--- src/rtl/riscv_mpsoc_pkg.sv ---
// Shared constants and types for the RISC-V MPSoC data-memory path.
// Holds the access-size encoding, AHB3-Lite field values and the dmem
// responder state type, plus the alignment rule used by the responder.
package riscv_mpsoc_pkg;

    // Access size encoding used by the LSU and mapped 1:1 onto HSIZE
    localparam logic [2:0] BYTE       = 3'b000;
    localparam logic [2:0] HWORD      = 3'b001;
    localparam logic [2:0] WORD       = 3'b010;
    localparam logic [2:0] DWORD      = 3'b011;
    localparam logic [2:0] UNDEF_SIZE = 3'b111;

    // AHB3-Lite field values
    localparam logic [1:0] HTRANS_IDLE   = 2'b00;
    localparam logic [1:0] HTRANS_NONSEQ = 2'b10;
    localparam logic [2:0] HBURST_SINGLE = 3'b000;
    localparam logic [3:0] HPROT_DATA    = 4'b0001;
    localparam logic       HRESP_OKAY    = 1'b0;
    localparam logic       HRESP_ERROR   = 1'b1;

    // Responder FSM states
    typedef enum logic [1:0] {
        DMEM_IDLE = 2'b00,
        DMEM_ADDR = 2'b01,
        DMEM_DATA = 2'b10
    } dmem_state_e;

    // True when the access cannot be issued as one naturally aligned transfer
    function automatic logic dmem_misaligned_f(input logic [2:0] size,
                                               input logic [2:0] adr_lo,
                                               input logic       xlen32);
        logic mis_s;
        case (size)
            BYTE:       mis_s = 1'b0;
            HWORD:      mis_s = adr_lo[0];
            WORD:       mis_s = |adr_lo[1:0];
            DWORD:      mis_s = (|adr_lo) | xlen32;
            UNDEF_SIZE: mis_s = 1'b1;
            default:    mis_s = 1'b1;
        endcase
        return mis_s;
    endfunction

endpackage

--- src/rtl/riscv_dmem_queue.sv ---
// In-order request FIFO for the dmem responder.
// Pointers carry one extra wrap bit so full and empty are distinguishable;
// a push into a full queue is accepted only when a pop happens on the same edge.
module riscv_dmem_queue
    import riscv_mpsoc_pkg::*;
#(
    parameter int WIDTH = 8,
    parameter int DEPTH = 2
) (
    input  logic             clk,
    input  logic             rstn,
    input  logic             push,
    input  logic             pop,
    input  logic [WIDTH-1:0] push_data,
    output logic [WIDTH-1:0] head_data,
    output logic             full,
    output logic             empty
);

    localparam int AW = $clog2(DEPTH);

    logic [WIDTH-1:0] mem_r [DEPTH];
    logic [AW:0]      wr_ptr_r;
    logic [AW:0]      rd_ptr_r;
    logic             do_push_s;
    logic             do_pop_s;

    assign empty     = (wr_ptr_r == rd_ptr_r);
    assign full      = (wr_ptr_r[AW] != rd_ptr_r[AW]) &&
                       (wr_ptr_r[AW-1:0] == rd_ptr_r[AW-1:0]);
    assign do_pop_s  = pop & ~empty;
    assign do_push_s = push & (~full | do_pop_s);
    assign head_data = mem_r[rd_ptr_r[AW-1:0]];

    // Storage and pointer update; reset empties the queue and clears entries
    always_ff @(posedge clk or negedge rstn) begin
        if (!rstn) begin
            wr_ptr_r <= {(AW+1){1'b0}};
            rd_ptr_r <= {(AW+1){1'b0}};
            for (int i = 0; i < DEPTH; i++) begin
                mem_r[i] <= {WIDTH{1'b0}};
            end
        end else begin
            if (do_push_s) begin
                mem_r[wr_ptr_r[AW-1:0]] <= push_data;
                wr_ptr_r <= wr_ptr_r + {{AW{1'b0}}, 1'b1};
            end
            if (do_pop_s) begin
                rd_ptr_r <= rd_ptr_r + {{AW{1'b0}}, 1'b1};
            end
        end
    end

endmodule

--- src/rtl/riscv_dmem_ahb_responder.sv ---
// Responder for the core data-memory request interface.
// Queues one-cycle LSU requests in order, rejects misaligned ones without a
// bus access, and runs each aligned one as a single AHB3-Lite transfer with
// non-overlapped address and data phases.
// Optional build macro RISCV_DMEM_EARLY_STORE_ACK_EN: aligned stores ack when
// issued, and a later bus error on such a store sets sticky dmem_store_err.
module riscv_dmem_ahb_responder
    import riscv_mpsoc_pkg::*;
#(
    parameter int XLEN        = 64,
    parameter int QUEUE_DEPTH = 2
) (
    input  logic            clk,
    input  logic            rstn,
    input  logic            dmem_req,
    input  logic [XLEN-1:0] dmem_adr,
    input  logic [XLEN-1:0] dmem_d,
    input  logic            dmem_we,
    input  logic [2:0]      dmem_size,
    output logic            dmem_ack,
    output logic [XLEN-1:0] dmem_q,
    output logic            dmem_misaligned,
    output logic            dmem_page_fault,
    output logic            dmem_busy,
    output logic            dmem_overflow,
`ifdef RISCV_DMEM_EARLY_STORE_ACK_EN
    output logic            dmem_store_err,
`endif
    output logic [XLEN-1:0] HADDR,
    output logic [XLEN-1:0] HWDATA,
    output logic            HWRITE,
    output logic [2:0]      HSIZE,
    output logic [2:0]      HBURST,
    output logic [3:0]      HPROT,
    output logic [1:0]      HTRANS,
    output logic            HMASTLOCK,
    input  logic [XLEN-1:0] HRDATA,
    input  logic            HREADY,
    input  logic            HRESP
);

    localparam int QW = 2 * XLEN + 4;

    // Queue interface
    logic [QW-1:0]   q_push_data_s;
    logic [QW-1:0]   q_head_s;
    logic            q_full_s;
    logic            q_empty_s;
    logic            q_pop_s;
    logic [XLEN-1:0] head_adr_s;
    logic [XLEN-1:0] head_d_s;
    logic            head_we_s;
    logic [2:0]      head_size_s;
    logic            head_mis_s;

    // State and registered outputs with their next values
    dmem_state_e     state_r,    state_s;
    logic            ack_r,      ack_s;
    logic [XLEN-1:0] q_r,        q_s;
    logic            mis_r,      mis_s;
    logic            pf_r,       pf_s;
    logic            ovf_r,      ovf_s;
    logic [XLEN-1:0] haddr_r,    haddr_s;
    logic [XLEN-1:0] hwdata_r,   hwdata_s;
    logic            hwrite_r,   hwrite_s;
    logic [2:0]      hsize_r,    hsize_s;
    logic [1:0]      htrans_r,   htrans_s;
    logic [XLEN-1:0] wdata_lat_r, wdata_lat_s;
`ifdef RISCV_DMEM_EARLY_STORE_ACK_EN
    logic            store_err_r, store_err_s;
`endif

    assign q_push_data_s = {dmem_adr, dmem_d, dmem_we, dmem_size};
    assign head_adr_s    = q_head_s[QW-1 -: XLEN];
    assign head_d_s      = q_head_s[XLEN+3 -: XLEN];
    assign head_we_s     = q_head_s[3];
    assign head_size_s   = q_head_s[2:0];
    assign head_mis_s    = dmem_misaligned_f(head_size_s, head_adr_s[2:0], (XLEN == 32));

    riscv_dmem_queue #(
        .WIDTH (QW),
        .DEPTH (QUEUE_DEPTH)
    ) u_queue (
        .clk       (clk),
        .rstn      (rstn),
        .push      (dmem_req),
        .pop       (q_pop_s),
        .push_data (q_push_data_s),
        .head_data (q_head_s),
        .full      (q_full_s),
        .empty     (q_empty_s)
    );

    // Next-state and next-output logic; response outputs default to a zero pulse
    always_comb begin
        state_s     = state_r;
        ack_s       = 1'b0;
        q_s         = {XLEN{1'b0}};
        mis_s       = 1'b0;
        pf_s        = 1'b0;
        haddr_s     = haddr_r;
        hwdata_s    = hwdata_r;
        hwrite_s    = hwrite_r;
        hsize_s     = hsize_r;
        htrans_s    = htrans_r;
        wdata_lat_s = wdata_lat_r;
        q_pop_s     = 1'b0;
`ifdef RISCV_DMEM_EARLY_STORE_ACK_EN
        store_err_s = store_err_r;
`endif
        case (state_r)
            DMEM_IDLE: begin
                if (!q_empty_s) begin
                    q_pop_s = 1'b1;
                    if (head_mis_s) begin
                        ack_s   = 1'b1;
                        mis_s   = 1'b1;
                        state_s = DMEM_IDLE;
                    end else begin
                        haddr_s     = head_adr_s;
                        hwrite_s    = head_we_s;
                        hsize_s     = head_size_s;
                        htrans_s    = HTRANS_NONSEQ;
                        wdata_lat_s = head_d_s;
                        state_s     = DMEM_ADDR;
`ifdef RISCV_DMEM_EARLY_STORE_ACK_EN
                        ack_s       = head_we_s;
`endif
                    end
                end else begin
                    state_s = DMEM_IDLE;
                end
            end
            DMEM_ADDR: begin
                if (HREADY) begin
                    htrans_s = HTRANS_IDLE;
                    hwdata_s = wdata_lat_r;
                    state_s  = DMEM_DATA;
                end else begin
                    state_s = DMEM_ADDR;
                end
            end
            DMEM_DATA: begin
                // An error response's first (HREADY=0) cycle is just a wait
                if (HREADY) begin
                    state_s = DMEM_IDLE;
`ifdef RISCV_DMEM_EARLY_STORE_ACK_EN
                    if (hwrite_r) begin
                        store_err_s = store_err_r | (HRESP == HRESP_ERROR);
                    end else begin
                        ack_s = 1'b1;
                        pf_s  = (HRESP == HRESP_ERROR);
                        q_s   = (HRESP == HRESP_OKAY) ? HRDATA : {XLEN{1'b0}};
                    end
`else
                    ack_s = 1'b1;
                    pf_s  = (HRESP == HRESP_ERROR);
                    q_s   = (!hwrite_r && (HRESP == HRESP_OKAY)) ? HRDATA : {XLEN{1'b0}};
`endif
                end else begin
                    state_s = DMEM_DATA;
                end
            end
            default: begin
                state_s  = DMEM_IDLE;
                htrans_s = HTRANS_IDLE;
            end
        endcase
    end

    // A request that finds the queue full with no pop is dropped and flagged
    assign ovf_s = ovf_r | (dmem_req & q_full_s & ~q_pop_s);

    // State and output registers; reset abandons any transfer in flight
    always_ff @(posedge clk or negedge rstn) begin
        if (!rstn) begin
            state_r     <= DMEM_IDLE;
            ack_r       <= 1'b0;
            q_r         <= {XLEN{1'b0}};
            mis_r       <= 1'b0;
            pf_r        <= 1'b0;
            ovf_r       <= 1'b0;
            haddr_r     <= {XLEN{1'b0}};
            hwdata_r    <= {XLEN{1'b0}};
            hwrite_r    <= 1'b0;
            hsize_r     <= 3'b000;
            htrans_r    <= HTRANS_IDLE;
            wdata_lat_r <= {XLEN{1'b0}};
`ifdef RISCV_DMEM_EARLY_STORE_ACK_EN
            store_err_r <= 1'b0;
`endif
        end else begin
            state_r     <= state_s;
            ack_r       <= ack_s;
            q_r         <= q_s;
            mis_r       <= mis_s;
            pf_r        <= pf_s;
            ovf_r       <= ovf_s;
            haddr_r     <= haddr_s;
            hwdata_r    <= hwdata_s;
            hwrite_r    <= hwrite_s;
            hsize_r     <= hsize_s;
            htrans_r    <= htrans_s;
            wdata_lat_r <= wdata_lat_s;
`ifdef RISCV_DMEM_EARLY_STORE_ACK_EN
            store_err_r <= store_err_s;
`endif
        end
    end

    assign dmem_ack        = ack_r;
    assign dmem_q          = q_r;
    assign dmem_misaligned = mis_r;
    assign dmem_page_fault = pf_r;
    assign dmem_overflow   = ovf_r;
    assign dmem_busy       = ~q_empty_s | (state_r != DMEM_IDLE) | dmem_req;
`ifdef RISCV_DMEM_EARLY_STORE_ACK_EN
    assign dmem_store_err  = store_err_r;
`endif
    assign HADDR     = haddr_r;
    assign HWDATA    = hwdata_r;
    assign HWRITE    = hwrite_r;
    assign HSIZE     = hsize_r;
    assign HTRANS    = htrans_r;
    assign HBURST    = HBURST_SINGLE;
    assign HPROT     = HPROT_DATA;
    assign HMASTLOCK = 1'b0;

endmodule

--- config.mk ---
export PLATFORM = sky130hd
export DESIGN_NAME = riscv_dmem_ahb_responder
export DESIGN_NICKNAME = d
export VERILOG_FILES = /design/src/rtl/riscv_mpsoc_pkg.sv /design/src/rtl/riscv_dmem_queue.sv /design/src/rtl/riscv_dmem_ahb_responder.sv
export SDC_FILE = /design/constraint.sdc
export NUM_CORES = 1
export LEC_CHECK = 0
export CAP_MARGIN = 20
export CORE_ASPECT_RATIO = 1.5
export CORE_MARGIN = 3
export CORE_UTILIZATION = 47
export DETAILED_ROUTE_END_ITERATION = 6
export PLACE_DENSITY = 0.74
export SYNTH_ARGS = -nofsm -noshare
export SYNTH_HDL_FRONTEND = slang
export SYNTH_SLANG_ARGS = --single-unit
--- constraint.sdc ---
create_clock -name clk -period 2.14 [get_ports clk]
set_input_delay 0.214 -clock clk [delete_from_list [all_inputs] [get_ports clk]]
set_output_delay 0.214 -clock clk [all_outputs]
set_load 0.05 [all_outputs]
# == Word level (Yosys, flattened, before mapping) ==
# Cells that the tools add are included.
# totals
inputBits,201
regBits,536
mem_count,0
elab_cells,88
rom_bits,0
ram_bits,0
latchBits,0
# classes
bitwise,16
div_mod_pow,0
n_mux,28
n_mul,0
eq_ne,11
n_reduce_logical,12
order_cmp,3
n_addsub,2
shift,0
# op_table
op,n
$mux W132,4
$bwmux W264,1
$mux W64,3
$demux W132 S1,1
$mux W2,6
$pmux W2 S3,2
$mux W1,9
$eq A3 B2 Y1 const B,2
$ne A2 B2 Y1 const B,3
$not A1 Y1,6
$add A2 B1 Y2 const B,2
$and A1 B1 Y1,4
$ge A2 B2 Y1 const B,2
$not A1 Y2,2
$or A1 B1 Y1,4
$pmux W1 S4,1
$reduce_and A4 Y1,1
$eq A3 B1 Y1 const B,1
$logic_and A1 B1 Y1,3
$logic_not A3 Y1,1
$reduce_and A3 Y1,1
$reduce_or A3 Y1,1
$eq A2 B1 Y1 const B,1
$eq A2 B2 Y1,1
other kinds (10),10

# == Depth between registers and ports, before layout ==
# Gate-level depths: netlist (run 1).
# logic_depth
depth_word,9
ltp_mapped,8
mapped_depth_nobuf,4

# == Cells and area by module ==
# A second synthesis (run 1) with hierarchy kept.
# unflattened
hier_cells,1319
hier_area_um2,21226.6
# by_module_without_submodules
module,area_per_inst_um2,n_inst,seq_area_each_um2,cells_per_inst
riscv_dmem_queue,11579.9,1,6706.4,732
riscv_dmem_ahb_responder,9646.8,1,6681.4,587

# == Worst setup path after synthesis (run 1) ==
# OpenSTA, ideal clock, no wires.
# synth_timing
path_type,register to register
startpoint,register u_queue.rd_ptr_r[0]
endpoint,register haddr_r[0] (netlist: HADDR[0])
arrival_ns,1.951
synth_period_minus_slack_ns,2.079
required_ns,2.013
path_slack_ns,0.061
stages_incl_launch_ff,8
setup_ns,0.127
path_cell_list,dfrtp_1 -> buf_2 -> mux2_1 -> o311a_1 -> nor3_4 -> buf_6 -> buf_6 -> mux2_1
# synth_via
elab_chain_len,8
# synth_lines
element,line_no,source
"start, declared",riscv_dmem_queue.sv:24,logic [AW:0] rd_ptr_r;
"start signal, assigned",riscv_dmem_queue.sv:39,rd_ptr_r <= {(AW+1){1'b0}};
"start signal, assigned",riscv_dmem_queue.sv:49,"rd_ptr_r <= rd_ptr_r + {{AW{1'b0}}, 1'b1};"
$not A1 Y2 (implied by the code),riscv_dmem_queue.sv:33,assign head_data = mem_r[rd_ptr_r[AW-1:0]];
$mux W132 (implied by the code) (3 in series),riscv_dmem_queue.sv:33,
$eq A3 B2 Y1 (tied with other cells),riscv_mpsoc_pkg.sv:33,case (size)
$pmux W1 S4,riscv_mpsoc_pkg.sv:33,
$not A1 Y1 (no source line),-,
$reduce_and A3 Y1 (no source line),-,
"end signal, assigned",riscv_dmem_ahb_responder.sv:183,haddr_r <= {XLEN{1'b0}};
"end signal, assigned",riscv_dmem_ahb_responder.sv:199,haddr_r <= haddr_s;
"end, declared",riscv_dmem_ahb_responder.sv:63,"logic [XLEN-1:0] haddr_r, haddr_s;"
# Several ways; a longest one is shown, not always the timed one. The select of a mux whose other input is x is not followed.
# A chain may end at the register's enable or synchronous reset.

# == Worst setup path after layout (run 1) ==
# layout_timing
startpoint,register u_queue.rd_ptr_r[0]
endpoint,register haddr_r[63] (netlist: HADDR[63])
# The elaborated chain is that of the path after synthesis.

==> results_dict.tcl, run 1 <==
set metrics [dict create \
    first_pass_iters 4 \
    p_total_mw 49.0 \
    ys_seq_area_share_pct 63.2 \
    yosysUniqueCellTypes 34 \
    path_delay_family "buffers and inverters" \
    synth_commonest_cells "535 x dfrtp_1, 510 x mux2_2, 80 x mux2_1, 65 x and2_1, 28 x clkbuf_1" \
    final_nets 1981 \
    htree_levels 2 \
    initial_core_util_pct 47.9 \
    crit_path_cell_trace "buf_6 -> nor2b_4 -> o311a_4 -> nor3_4 -> buf_4 -> clkbuf_16 -> clkbuf_16 -> mux2_2" \
    synthCells 1318 \
    insertion_delay_ps 570 \
    grt_pass1_vias 13800 \
    grt_pass1_wl_mm 76.9 \
    die_x_um 179 \
    critical_path_buf_inv_count 4 \
    drv_cap 0 \
    syn_area_um2 21200 \
    hpwl_mm 34.4 \
    cpPeakStageDelay_ps 490 \
    syn_to_final_growth_pct 34.6 \
    grt_usage_pct 20.6 \
    post-route-worst-setup-slack_ps -12.2 \
    finalCriticalPeriod_ps 2150 \
    cts_sinks 535 \
    cp_common_cell "clkbuf_16" \
    detail_route.wl_per_cell_um 21.0 \
    core_um2 44200 \
    reg2reg_depth 8 \
    gp_routability_congestion 0.768 \
    vdd_drop_max_mv 0.890 \
    dieArea_um2 47700 \
    synth_seq_cells 535 \
    grt_max_degree 95 \
    final_cells 2394 \
    num_rows 94 \
    fin_crit_sh_pct 101 \
    synth_flop_cell "dfrtp_1" \
    power.leakage_nw 12.3 \
    synth_top_area_share_pct 63.2 \
    yosysMostFrequentCell "dfrtp_1" \
    critical-path-slowest-cell "dfrtp_4" \
    antenna_found_initial 7 \
    worst-path-max-fanout 6 \
    placed_cells 2287 \
    endpoint "HADDR[63]" \
    r2r-end "HADDR[63]" \
    cp.required_ps 2580 \
    post-place-ws_ps -98.0 \
    whs_ps 201 \
    synthArstFlopShare_pct 100 \
    wirelength_mm 50.2 \
    fin_skew_ps 22.3 \
    violations "negative setup slack" \
    via_per_inst 5.12 \
    setup.worst_path.start "u_queue.rd_ptr_r[0]" \
    yosys_warnings 0 \
    port_buffers 402 \
    path_clk_slew_ps 60 \
    cp.depth 8 \
    syn_avg_cell_area_um2 16.1 \
    hold_class "in -> reg" \
    die_y_um 266 \
    via_count 12300 \
    cts-buffers-inserted 50 \
    grt_overflow 0 \
    synth_edf_count 0 \
    cts_tree "built" \
    clock_path_buffers 3 \
    tns_ps -38.7 \
    r2r_start "u_queue.rd_ptr_r[0]" \
    drive_gt1_share_pct 38.5 \
    drc_errors 0 \
    outcome "complete, but fails checks" \
    yosysTopAreaCell "dfrtp_1" \
    hold_viol 0 \
    rrSetupSlack_ps -10 \
    cp-end-kind "register" \
    final_area_um2 28500 \
    clock-root-buffer "clkbuf_16" \
    critPathKind "reg -> reg" \
    fmax_mhz 465 \
    postPlaceCellArea_um2 26400 \
    arrival_ps 2590 \
    tightestPinTransition_ps 643 \
    fin_util_pct 64.5 \
    power_density_nw_per_um2 1720 \
    slew_headroom_pct 57.1 \
    num_io_pins 412 \
    synthTopCellsByArea "dfrtp_1 63%, mux2_2 27%, mux2_1 4.3%" \
    detail_route.iter0.violations 409 \
    rsz0062_at_grt "true" \
    start_kind "register" \
    setup_viol 6 \
    slew_viol_final 0 \
    ant_nets 0 \
]
[where the power goes]
part | switching, mW | total (mW) | internal, mW
clock network | 3.61 | 8.59 | 4.98
registers | 2.43 | 17.3 | 14.8
logic | 11.2 | 23.1 | 11.9
total | 17.3 | 49.0 | 31.7
[cell families after synthesis]
family                 share of synthesized area (%)
multiplexers                                    31.3
XOR/XNOR                                       0.248
AO/OA/AOI/OAI                                  0.443
AND/OR/NAND/NOR                                 2.52
buffers and inverters                           2.23
flip-flops                                      63.2
other                                         0.0354
[state kept, by name (all words and copies together), names as in the netlist]
name,cells
HTRANS,1
dmem_ack,1
wdata_lat_r,64
HADDR,64
u_queue.mem_r,264
dmem_q,64
HWDATA,64
state_r,2
HSIZE,3
HWRITE,1
dmem_misaligned,1
u_queue.wr_ptr_r,2
dmem_overflow,1
u_queue.rd_ptr_r,2
dmem_page_fault,1
[area by class of cell]
type                    instances  area (um^2)
multi-input cells             706         7610
diodes                          4         10.0
clock inverters                 8          121
repair buffers                484         5220
clock buffers                  78         1450
flip-flops and latches        535        13400
fillers                      3278        15700
inverters                       3         11.3
well taps                     576          721
[layout by cell type (no fill, tap or decap), types with 2 or more instances in the layout]
master	netlist	final
clkbuf_16	0	57
mux2_4	0	48
clkbuf_1	28	20
nor2_1	6	4
and2_1	65	65
mux2_1	80	51
buf_8	0	3
a21oi_1	2	2
xnor2_1	3	3
nand3b_1	2	2
buf_4	17	35
o21ai_0	4	4
clkinv_2	0	3
clkbuf_8	0	7
nand2b_1	2	2
nand2_1	3	3
mux2_2	510	491
diode_2	0	4
bufinv_16	0	3
conb_1	2	9
clkdlybuf4s50_1	0	400
a21o_1	2	2
buf_12	0	33
dfrtp_1	535	534
buf_6	8	5
inv_1	3	3
[worst min-delay path by stage]
stage                     startpoint         end  slack (ps)  cells past startpoint
after floorplan                 rstn    HADDR[0]         -80                      0
after global placement          rstn  HWDATA[52]         190                      1
after detailed placement        rstn  HWDATA[52]         200                      1
after CTS                 HRDATA[49]  dmem_q[49]         170                      2
after global routing      HRDATA[18]  dmem_q[18]         180                      2
final                     HRDATA[49]  dmem_q[49]         200                      2
[metal layers]
metal / track usage (%) / vias up / part of all wire (%)
met5: 0 / - / 0.082
met4: 7.70 / 6 / 3.7
met3: 5.87 / 100 / 6.8
met2: 36.2 / 311 / 52
met1: 23.9 / 6319 / 37
li1: - / 5520 / -
[repair_timing]
item / in CTS / in global routing
hold buffers: 1 / 0
cloned: 1 / 7
endpoints found under the setup margin: 128 / 208
pin swaps: 2 / 2
gates resized for setup: 5 / 64
hold endpoints to repair: 81 / 0
buffers inserted: 1 / 7
Note: power is estimated with default switching activity, not from simulation.
==> run 2: changes to the inputs <==
--- a/config.mk
+++ b/config.mk
@@ -8,9 +8,9 @@
 export CAP_MARGIN = 20
 export CORE_ASPECT_RATIO = 1.5
 export CORE_MARGIN = 3
-export CORE_UTILIZATION = 47
+export CORE_UTILIZATION = 40
 export DETAILED_ROUTE_END_ITERATION = 6
-export PLACE_DENSITY = 0.74
+export PLACE_DENSITY = 0.65
 export SYNTH_ARGS = -nofsm -noshare
 export SYNTH_HDL_FRONTEND = slang
 export SYNTH_SLANG_ARGS = --single-unit
==> run 2 against run 1 <==
Compared with the run above:
- the run now ends clean
- final cell count rose by 4.2%
- via count shrank 0.62%
- global-route usage down 2.7 points
- sequential power is essentially flat
- critical path depth is 1 lower
- first-iteration DRC count decreased by 23%
- die area rose by 17%
- fmax increased by 1.7%
- flip-flop and latch count unchanged
- worst setup slack improved by 35 ps
- sequential share of layout area shrank 0.21 points
- hold slack got worse by 71 ps
- critical path type unchanged
- largest power group unchanged
==> results_dict.tcl, run 2 (same netlist as run 1, synthesis figures left out) <==
set metrics [dict create \
    outcome "complete, no violations" \
    power.leakage_nw 12.3 \
    postPlaceCellArea_um2 26600 \
    power_density_nw_per_um2 1710 \
    syn_to_final_growth_pct 35.2 \
    start_kind "register" \
    htree_levels 2 \
    cp.required_ps 2590 \
    slew_headroom_pct 53.0 \
    cts-buffers-inserted 51 \
    final_cells 2495 \
    detail_route.iter0.violations 314 \
    grt_pass1_vias 13600 \
    port_buffers 402 \
    cts_tree "built" \
    grt_max_degree 79 \
    die_x_um 194 \
    grt_overflow 0 \
    whs_ps 130 \
    clock_path_buffers 3 \
    critPathKind "reg -> reg" \
    hpwl_mm 35.7 \
    grt_usage_pct 17.9 \
    fmax_mhz 472 \
    num_io_pins 412 \
    grt_pass1_wl_mm 79.4 \
    arrival_ps 2570 \
    gp_routability_congestion 0.750 \
    wirelength_mm 51.0 \
    fillers 4291 \
    tns_ps 0 \
    regMostFlops "u_queue.mem_r" \
    cts_sinks 535 \
    slew_viol_final 0 \
    final_area_um2 28700 \
    cp-end-kind "register" \
    final_common_cell "dfrtp_1" \
    fin_skew_ps 12.4 \
    num_rows 102 \
    worst-path-max-fanout 7 \
    post-route-worst-setup-slack_ps 23.2 \
    ant_nets 0 \
    mostFrequentLayoutCells "534 x dfrtp_1, 510 x mux2_2, 399 x clkdlybuf4s50_1" \
    tightestPinTransition_ps 706 \
    dieArea_um2 55800 \
    placed_cells 2391 \
    drive_gt1_share_pct 38.3 \
    largest_reg_flops 264 \
    setup_viol 0 \
    clock-root-buffer "clkbuf_16" \
    via_per_inst 4.88 \
    via_count 12200 \
    path_clk_slew_ps 60 \
    insertion_delay_ps 580 \
    rrSetupSlack_ps 20 \
    fin_util_pct 55.0 \
    antenna_found_initial 6 \
    die_y_um 288 \
    core_um2 52100 \
    first_pass_iters 4 \
    hold_class "in -> async" \
    post-place-ws_ps -84.2 \
    p_total_mw 48.9 \
    hold_viol 0 \
    finalCriticalPeriod_ps 2120 \
    final_nets 1977 \
    detail_route.wl_per_cell_um 20.4 \
    rsz0062_at_grt "true" \
    drv_cap 0 \
    vdd_drop_max_mv 1.10 \
    drc_errors 0 \
    fin_crit_sh_pct 98.9 \
    initial_core_util_pct 40.7 \
]
## run 2: report_power, final
group | total, mW | leakage (nW) | internal (mW) | switching, mW
sequential | 17.2 | 6.49 | 14.8 | 2.40
clock | 9.59 | 0.877 | 5.75 | 3.84
combinational | 22.1 | 4.93 | 11.2 | 10.9
total | 48.9 | 12.3 | 31.8 | 17.2
## run 2: path summary, 6_finish.rpt
kind,start,to,cells past startpoint
max,u_queue.rd_ptr_r[0],HADDR[26],7
min,rstn,HWDATA[38],2
max reg2reg,u_queue.rd_ptr_r[0],HADDR[26],7
min reg2reg,dmem_overflow,dmem_overflow,1
max in group asynchronous,rstn,HADDR[36],4
min in group clk,HRDATA[0],dmem_q[0],2
## run 2: per-layer routing
metal	global-route usage, %	share of wire [%]	vias up	routed length (um)
li1	-	-	5504	-
met1	21.5	39	6294	20100
met2	32.1	53	293	26800
met3	4.04	5.3	85	2730
met4	5.84	2.6	4	1350
met5	0	0.047	-	24
## run 2: area by class of cell
type                    count  area, um^2  area share, %
flip-flops and latches    535       13400           46.7
multi-input cells         706        7500           26.2
repair buffers            479        5110           17.8
clock buffers              76        1510           5.28
well taps                 676         846           2.95
clock inverters            17         284          0.991
inverters                   3        11.3         0.0393
diodes                      3        7.51         0.0262
## run 2: critical path: stages (launching register included)
cell       delay [ps]
dfrtp_4           540
mux2_4            330
o311a_4           130
nor3_4            200
buf_12            200
buf_12            130
clkbuf_16         160
mux2_4            300
## run 2: what timing repair did
action / 4_1_cts / 5_1_grt
hold endpoints to repair: 251 / 0
setup buffers: 3 / 2
setup endpoints to repair: 197 / 328
gates cloned: 1 / 1
pin swaps: 1 / 2
resized for setup: 7 / 26
hold buffers: 1 / 0
==> run 3: changes to the inputs <==
--- a/config.mk
+++ b/config.mk
@@ -5,10 +5,12 @@
 export SDC_FILE = /design/constraint.sdc
 export NUM_CORES = 1
 export LEC_CHECK = 0
+export ABC_CLOCK_PERIOD_IN_PS = 2140
 export CAP_MARGIN = 20
 export CORE_ASPECT_RATIO = 1.5
 export CORE_MARGIN = 3
 export CORE_UTILIZATION = 40
+export CTS_CLUSTER_DIAMETER = 60
 export DETAILED_ROUTE_END_ITERATION = 6
 export PLACE_DENSITY = 0.65
 export SYNTH_ARGS = -nofsm -noshare
==> run 3 against run 2 <==
Compared with the run above:
- critical path type unchanged
- clock power increased by 2.9%
- via count about the same
- global-route usage shrank 0.070 points
- hold slack barely moved
- utilization grew 0.17 points
- final cell count rose by 0.24%
- highest routed layer unchanged
- combinational power about the same
- first-iteration DRC count is 3.8% lower
- sequential power hardly changed
- design area up 0.30%
==> results_dict.tcl, run 3 (same netlist as run 1, synthesis figures left out) <==
set metrics [dict create \
    fin_crit_sh_pct 99.0 \
    cts_tree "built" \
    finalCriticalPeriod_ps 2120 \
    grt_pass1_vias 13600 \
    detail_route.wl_per_cell_um 20.3 \
    pwr-share-seq_pct 35.0 \
    hold_viol 0 \
    gp_routability_congestion 0.750 \
    fmax_mhz 472 \
    grt_overflow 0 \
    pwr-share-clk_pct 20.1 \
    cts-buffers-inserted 52 \
    num_rows 102 \
    port_buffers 402 \
    tightestPinTransition_ps 703 \
    power.leakage_nw 12.3 \
    via_count 12200 \
    insertion_delay_ps 570 \
    slew_headroom_pct 53.2 \
    via_per_inst 4.87 \
    drc_errors 0 \
    postPlaceCellArea_um2 26600 \
    regMostFlops "u_queue.mem_r" \
    final_common_cell "dfrtp_1" \
    hpwl_mm 35.7 \
    hold_class "in -> async" \
    critPathKind "reg -> reg" \
    dieArea_um2 55800 \
    vdd_drop_max_mv 1.10 \
    clock_path_buffers 3 \
    num_io_pins 412 \
    r2r_start "u_queue.rd_ptr_r[0]" \
    syn_to_final_growth_pct 35.6 \
    grt_usage_pct 17.9 \
    tns_ps 0 \
    cts_sinks 535 \
    outcome "complete, no violations" \
    p_sw_mw 17.2 \
    swShare_pct 35.0 \
    initial_core_util_pct 40.7 \
    detail_route.iter0.violations 302 \
    start_kind "register" \
    drive_gt1_share_pct 38.7 \
    cp.required_ps 2590 \
    comb_power_share_pct 45.0 \
    reg2reg_depth 7 \
    fillers 4282 \
    whs_ps 130 \
    power_density_nw_per_um2 1710 \
    r2r-end "HADDR[26]" \
    drv_cap 0 \
    rsz0062_at_grt "true" \
    placed_cells 2391 \
    rrSetupSlack_ps 20 \
    grt_pass1_wl_mm 79.1 \
    arrival_ps 2570 \
    core_um2 52100 \
    final_area_um2 28700 \
    slew_viol_final 0 \
    final_nets 1978 \
    p_total_mw 49.2 \
    htree_levels 2 \
    grt_max_degree 79 \
    worst-path-max-fanout 7 \
    setup_viol 0 \
    final_cells 2501 \
    antenna_found_initial 7 \
    first_pass_iters 4 \
    p_int_mw 32.0 \
    fin_skew_ps 13.2 \
    mostFrequentLayoutCells "534 x dfrtp_1, 510 x mux2_2, 400 x clkdlybuf4s50_1" \
    clock-root-buffer "clkbuf_16" \
    wirelength_mm 50.7 \
    cp-end-kind "register" \
    largest_reg_flops 264 \
    die_y_um 288 \
    die_x_um 194 \
    ant_nets 0 \
    path_clk_slew_ps 60 \
]
## run 3: critical path, cell delays in order, from the launching register on
cell,delay (ps)
dfrtp_4,540
mux2_4,330
o311a_4,130
nor3_4,200
buf_12,200
buf_12,130
clkbuf_16,160
mux2_4,300
## run 3: area by class of cell
| type | instances | area, um^2 | area share, % |
|---|---|---|---|
| clock buffers | 74 | 1540 | 5.34 |
| clock inverters | 24 | 347 | 1.21 |
| well taps | 676 | 846 | 2.94 |
| flip-flops and latches | 535 | 13400 | 46.6 |
| multi-input cells | 706 | 7500 | 26.1 |
| inverters | 3 | 11.3 | 0.0392 |
| repair buffers | 479 | 5110 | 17.8 |
| diodes | 4 | 10.0 | 0.0348 |
## run 3: repair_timing
action	4_1_cts	5_1_grt
endpoints found under the hold margin	251	0
endpoints found under the setup margin	200	331
buffers inserted	3	2
hold buffers	1	0
resized for setup	7	25
cloned	1	1
pin swaps	1	2
## run 3: metal layers
layer | up-vias | track usage [%] | part of all wire (%) | wire length [um]
met5 | - | 0 | 0.047 | 24
met4 | 4 | 6.00 | 2.8 | 1410
met3 | 84 | 4.00 | 5.3 | 2670
met2 | 286 | 31.9 | 53 | 26700
met1 | 6293 | 21.4 | 39 | 20000
li1 | 5517 | - | - | -
## run 3: per-stage QoR
step	utilization [%]	setup WS [ps]
2_1_floorplan	-	61.3
3_3_place_gp	51.1	-39.6
3_5_place_dp	51.1	-84.2
4_1_cts	54.9	-51.2
5_1_grt	55.2	-39.9
6_report	55.2	22.3
## run 3: how the worst max path moves through the flow
stage	startpoint	to	slack, ps	cells past startpoint
finish	u_queue.rd_ptr_r[0]	HADDR[26]	20	7
global route	u_queue.rd_ptr_r[0]	HADDR[26]	-40	7
CTS	u_queue.rd_ptr_r[0]	u_queue.mem_r[187]	-50	6
detailed placement	u_queue.rd_ptr_r[0]	HADDR[26]	-80	6
global placement	u_queue.rd_ptr_r[0]	HADDR[25]	-40	6
floorplan	u_queue.rd_ptr_r[0]	HADDR[0]	60	7
## run 3: power by group through the flow
| stage | clock, mW | combinational (mW) | sequential [mW] |
|---|---|---|---|
| finish | 9.87 | 22.1 | 17.2 |
| detailed placement | 0 | 21.6 | 17.4 |
| CTS | 10.2 | 22.0 | 17.2 |
| global route | 10.6 | 23.5 | 17.8 |
| floorplan | 0 | 10.4 | 21.2 |
| global placement | 0 | 21.2 | 17.1 |
